`src/rtl/pipelined_alu_core.sv`:
```
// pipelined_alu_core: parametrised ALU evaluated in stage 0, followed by pure-delay stages
// with valid/ready flow control, bubble collapsing and registered carry/zero flags.
module pipelined_alu_core #(
   parameter int WIDTH    = 32,
   parameter int DATABITS = 7,
   parameter int STAGES   = 3
) (
   input  logic                clk,
   input  logic                reset,
   input  logic                in_valid,
   output logic                in_ready,
   input  logic [2:0]          in_op,
   input  logic [WIDTH-1:0]    a,
   input  logic [WIDTH-1:0]    b,
   input  logic [DATABITS-1:0] in_databits,
   output logic                out_valid,
   input  logic                out_ready,
   output logic [2:0]          out_op,
   output logic [WIDTH-1:0]    res,
   output logic [DATABITS-1:0] out_databits,
   output logic                carry,
   output logic                zero
);
   localparam int PW = 3 + WIDTH + DATABITS + 2;
   logic [STAGES-1:0]  r_valid;
   logic [PW-1:0]      r_pay [STAGES];
   logic [STAGES-1:0]  w_ready;
   logic [WIDTH:0]     w_sum;
   logic [WIDTH:0]     w_diff;
   logic [2*WIDTH-1:0] w_prod;
   logic [WIDTH-1:0]   w_res;
   logic               w_carry;
   logic [PW-1:0]      w_eval;
   assign w_sum  = {1'b0, a} + {1'b0, b};
   assign w_diff = {1'b0, a} - {1'b0, b};
   assign w_prod = {{WIDTH{1'b0}}, a} * {{WIDTH{1'b0}}, b};
   always_comb begin
      w_res   = '0;
      w_carry = 1'b0;
      case (in_op)
         3'd1: {w_carry, w_res} = w_sum;
         3'd2: {w_carry, w_res} = w_diff;
         3'd3: begin
            w_res   = w_prod[WIDTH-1:0];
            w_carry = |w_prod[2*WIDTH-1:WIDTH];
         end
         3'd4: w_res = a & b;
         3'd5: w_res = a | b;
         3'd6: w_res = a ^ b;
         3'd7: w_res = {{(WIDTH-1){1'b0}}, $signed(a) < $signed(b)};
         default: ;
      endcase
   end
   assign w_eval = {in_op, w_res, in_databits, w_carry, w_res == '0};
   // Unrolled ready chain: a stage can move if any stage at or after it is empty.
   for (genvar i = 0; i < STAGES; i++) begin : g_rdy
      assign w_ready[i] = out_ready || !(&r_valid[STAGES-1:i]);
   end
   always_ff @(posedge clk or negedge reset) begin
      if (!reset) begin
         r_valid <= '0;
         for (int k = 0; k < STAGES; k++) r_pay[k] <= '0;
      end else begin
         if (w_ready[0]) begin
            r_valid[0] <= in_valid;
            if (in_valid) r_pay[0] <= w_eval;
         end
         for (int k = 1; k < STAGES; k++) begin
            if (w_ready[k]) begin
               r_valid[k] <= r_valid[k-1];
               if (r_valid[k-1]) r_pay[k] <= r_pay[k-1];
            end
         end
      end
   end
   assign in_ready  = w_ready[0];
   assign out_valid = r_valid[STAGES-1];
   assign {out_op, res, out_databits, carry, zero} = r_pay[STAGES-1];
endmodule

```
`config.mk`:
```
export PLATFORM = sky130hd
export DESIGN_NAME = pipelined_alu_core
export DESIGN_NICKNAME = d
export VERILOG_FILES = /design/src/rtl/pipelined_alu_core.sv
export SDC_FILE = /design/constraint.sdc
export NUM_CORES = 2
export LEC_CHECK = 0
export BUFFER_PORTS_ARGS = -buffer_cell sky130_fd_sc_hd__buf_2
export CAP_MARGIN = 20
export CORE_ASPECT_RATIO = 0.7
export CORE_MARGIN = 5
export CORE_UTILIZATION = 60
export CTS_CLUSTER_SIZE = 24
export DETAILED_ROUTE_END_ITERATION = 12
export PLACE_DENSITY = 0.77
export REMOVE_ABC_BUFFERS = 1
export SLEW_MARGIN = 0
export SYNTH_ARGS = -nofsm -noshare
export SYNTH_HDL_FRONTEND = slang
export SYNTH_SLANG_ARGS = --single-unit
export TNS_END_PERCENT = 100
```
`constraint.sdc`:
```
create_clock -name clk -period 2 [get_ports clk]
set_input_delay 0.4 -clock clk [delete_from_list [all_inputs] [get_ports clk]]
set_output_delay 0.4 -clock clk [all_outputs]
set_load 0.01 [all_outputs]
```
==> flow_summary.toml <==
[cells_and_area]
nFillCells = 4248
area_growth_pct = 33.0
nets = 7093
drive_gt1_share_pct = 32.8
final_cell_area_mm2 = 0.0564

[min_path]
hold_depth = 3
min-delay-start = "in_databits[1]"
whs_endpoint = "r_pay[91]$_DFFE_PN0P_"
min_path_type = "input port to register"

[synth]
synth_edf_count = 0
seq_area_frac_synth_pct = 7.96
syn_area_mm2 = 0.0424
synthDistinctLibCells = 91
synth_cells = 4839
yosysWarningCount = 0
synth_top_cells_by_area = "fa_1, ha_1, dfrtp_1, inv_1, nor2_1"
ys_ff_latch = 135
syn_area_per_cell_um2 = 8.77
ys.flop_type = "dfrtp_1"
post-synth-top-count-cell = "fa_1"
synth.top_cell.area_share_pct = 42.3
synth_top_area_cell = "fa_1"
synthArstFlopShare_pct = 100
synthTopCellsByCount = "fa_1, inv_1, nor2_1, nand2_1, ha_1"

[worst_setup_path]
reg2reg_to = "r_pay[88]$_DFFE_PN0P_"
worstSetupEndpointType = "register"
crit_type = "input port to register"
cp.required_ps = 2300
worstRegToRegCells = 11
path_max_fanout = 5
worstPathArrival_ps = 8020
critPathLaunchType = "input port"
rrSetupSlack_ps = -650
r2r_start = "r_valid[0]$_DFFE_PN0N_"

[route]
wl_per_cell_um = 27.1
drtAntennaViolNets = 0
drc = 0
routed_wl_mm = 181
drtIter0Drc = 5506
vias_per_cell = 6.34
vias = 42400
dr.pass1.iters = 12

[clock_network]
clk_pin_slew_ps = 70
htree_levels = 4
cts_tree = "built"
cts_num_sinks = 135
clock_latency_ps = 420
numCtsBuffers = 17
cts_buffer_depth = 2
clock_tree.root_cell = "clkbuf_16"

[timing]
finalHoldViolCount = 0
postLayoutSetupSlackWorst_ps = -5710
period_needed_ps = 7710
final-setup-viol-count = 34
rsz0062_at_grt = "true"
period_share_pct = 386
tightest_slew_ps = 797
fin_skew_ps = 14.6
drv_slew = 0
max_slew_margin_pct = 46.4
clock.fmax_mhz = 130

[floorplan]
die_w_um = 328
ios = 124
rows = 81
start_util_pct = 60.7
die-area_mm2 = 0.0762
die_h_um = 232
core-area_mm2 = 0.0699

[outcome]
status = "finished with violations"
violations = "negative setup slack"

[grt]
grt_util_all_layers_pct = 45.7
use_met1_pct = 58.6
grt_overflow = 0
busiest_layer = "met2"
met2_usage_pct = 67.9
grt_start_max_net_pins = 50
first_global_vias = 44000
grt_use_met3_pct = 17.7
grt_pass1_wl_mm = 262
antenna_found_initial = 5

[job]
drv_cap = 0

[placement]
dp_hpwl_mm = 138
place_area_mm2 = 0.0511
gp_congestion = 1.10
placement.io_buffers = 123
place_ws_ps = -6360
## flip-flops by register name, indices dropped and copies added, names as in the netlist
signal        cells
zero              1
r_pay            88
out_op            3
out_databits      7
r_valid           3
carry             1
res              32
## worst max-delay path, cell delays in order
cell and delay (ps):
buf_4 110, clkinvlp_4 190, buf_4 200, nor2_2 220, fa_1 470, fa_1 430
fa_1 580, inv_2 50, fa_1 570, inv_2 60, fa_1 590, fa_2 470
fa_2 550, fa_2 470, ha_4 350, buf_6 150, nand2_4 60, o21ai_0 420
nor2_1 120, a311oi_2 300, buf_4 180, o31ai_4 70, a21oi_2 190, xnor2_1 140
nand2_1 80, nor4_2 250, and4_1 240, a31oi_1 80
## through the flow
stage / utilization [%] / hold slack [ps] / cells / TNS, ps
CTS: 78.4 / 167 / 6620 / -128840
finish: 80.7 / 178 / 6688 / -137300
global route: 80.7 / 180 / 6682 / -139450
floorplan: - / 104 / 4509 / -132890
global placement: 73.1 / 377 / 6520 / -155760
detailed placement: 73.1 / 371 / 6520 / -157260
## how the worst max path moves through the flow
stage	start	end	slack [ps]	depth (start not counted)
CTS	a[26]	r_pay[89]$_DFFE_PN0P_	-5410	28
floorplan	b[6]	r_pay[89]$_DFFE_PN0P_	-5670	26
global route	b[7]	r_pay[89]$_DFFE_PN0P_	-5820	28
finish	b[7]	r_pay[89]$_DFFE_PN0P_	-5710	28
global placement	a[15]	r_pay[88]$_DFFE_PN0P_	-6330	30
detailed placement	a[15]	r_pay[88]$_DFFE_PN0P_	-6360	29
## logic make-up after synthesis
kind of cell	share of synthesized area, %
XOR/XNOR	1.11
flip-flops	7.96
adder cells (fa/ha/maj)	53.0
multiplexers	2.88
buffers and inverters	10.4
AO/OA/AOI/OAI	9.68
AND/OR/NAND/NOR	15.0
## cell type report
cell class              instances  area, µm²  share of cell area [%]
well taps                     913       1140                    2.02
clock inverters                14        211                   0.375
multi-input cells            3580      37500                    66.5
repair buffers               1229      10700                    18.9
flip-flops and latches        135       3380                    5.99
clock buffers                  17        425                   0.754
diodes                          6       15.0                  0.0266
inverters                     794       3070                    5.45
## cell usage in the layout (no fill, tap or decap), types with 45 or more instances in the layout
cell type  instances
buf_4            913
fa_1             852
inv_1            696
nand2_1          580
nor2_1           574
ha_1             292
dfrtp_1          135
a21oi_1          129
buf_6            102
buf_2             96
buf_12            94
mux2_2            91
nor2_2            76
o21ai_0           75
ha_4              59
inv_2             56
a21o_1            46
fa_2              45
## layer usage
metal,share of wire (%),vias up
met5,0.017,-
met4,8.2,4
met3,16,1204
met2,42,3665
met1,34,20600
li1,-,17000
## timing repair
item | in CTS | in global routing
endpoints found under the hold margin | 45 | 0
resized for setup | 573 | 309
gates cloned | 1 | 0
pin swaps | 207 | 191
setup buffers | 79 | 71
hold buffers | 1 | 0
setup endpoints to repair | 34 | 34
Power is not shown: default switching activity piles up to over one toggle a cycle in this logic, so the estimate is an artifact.
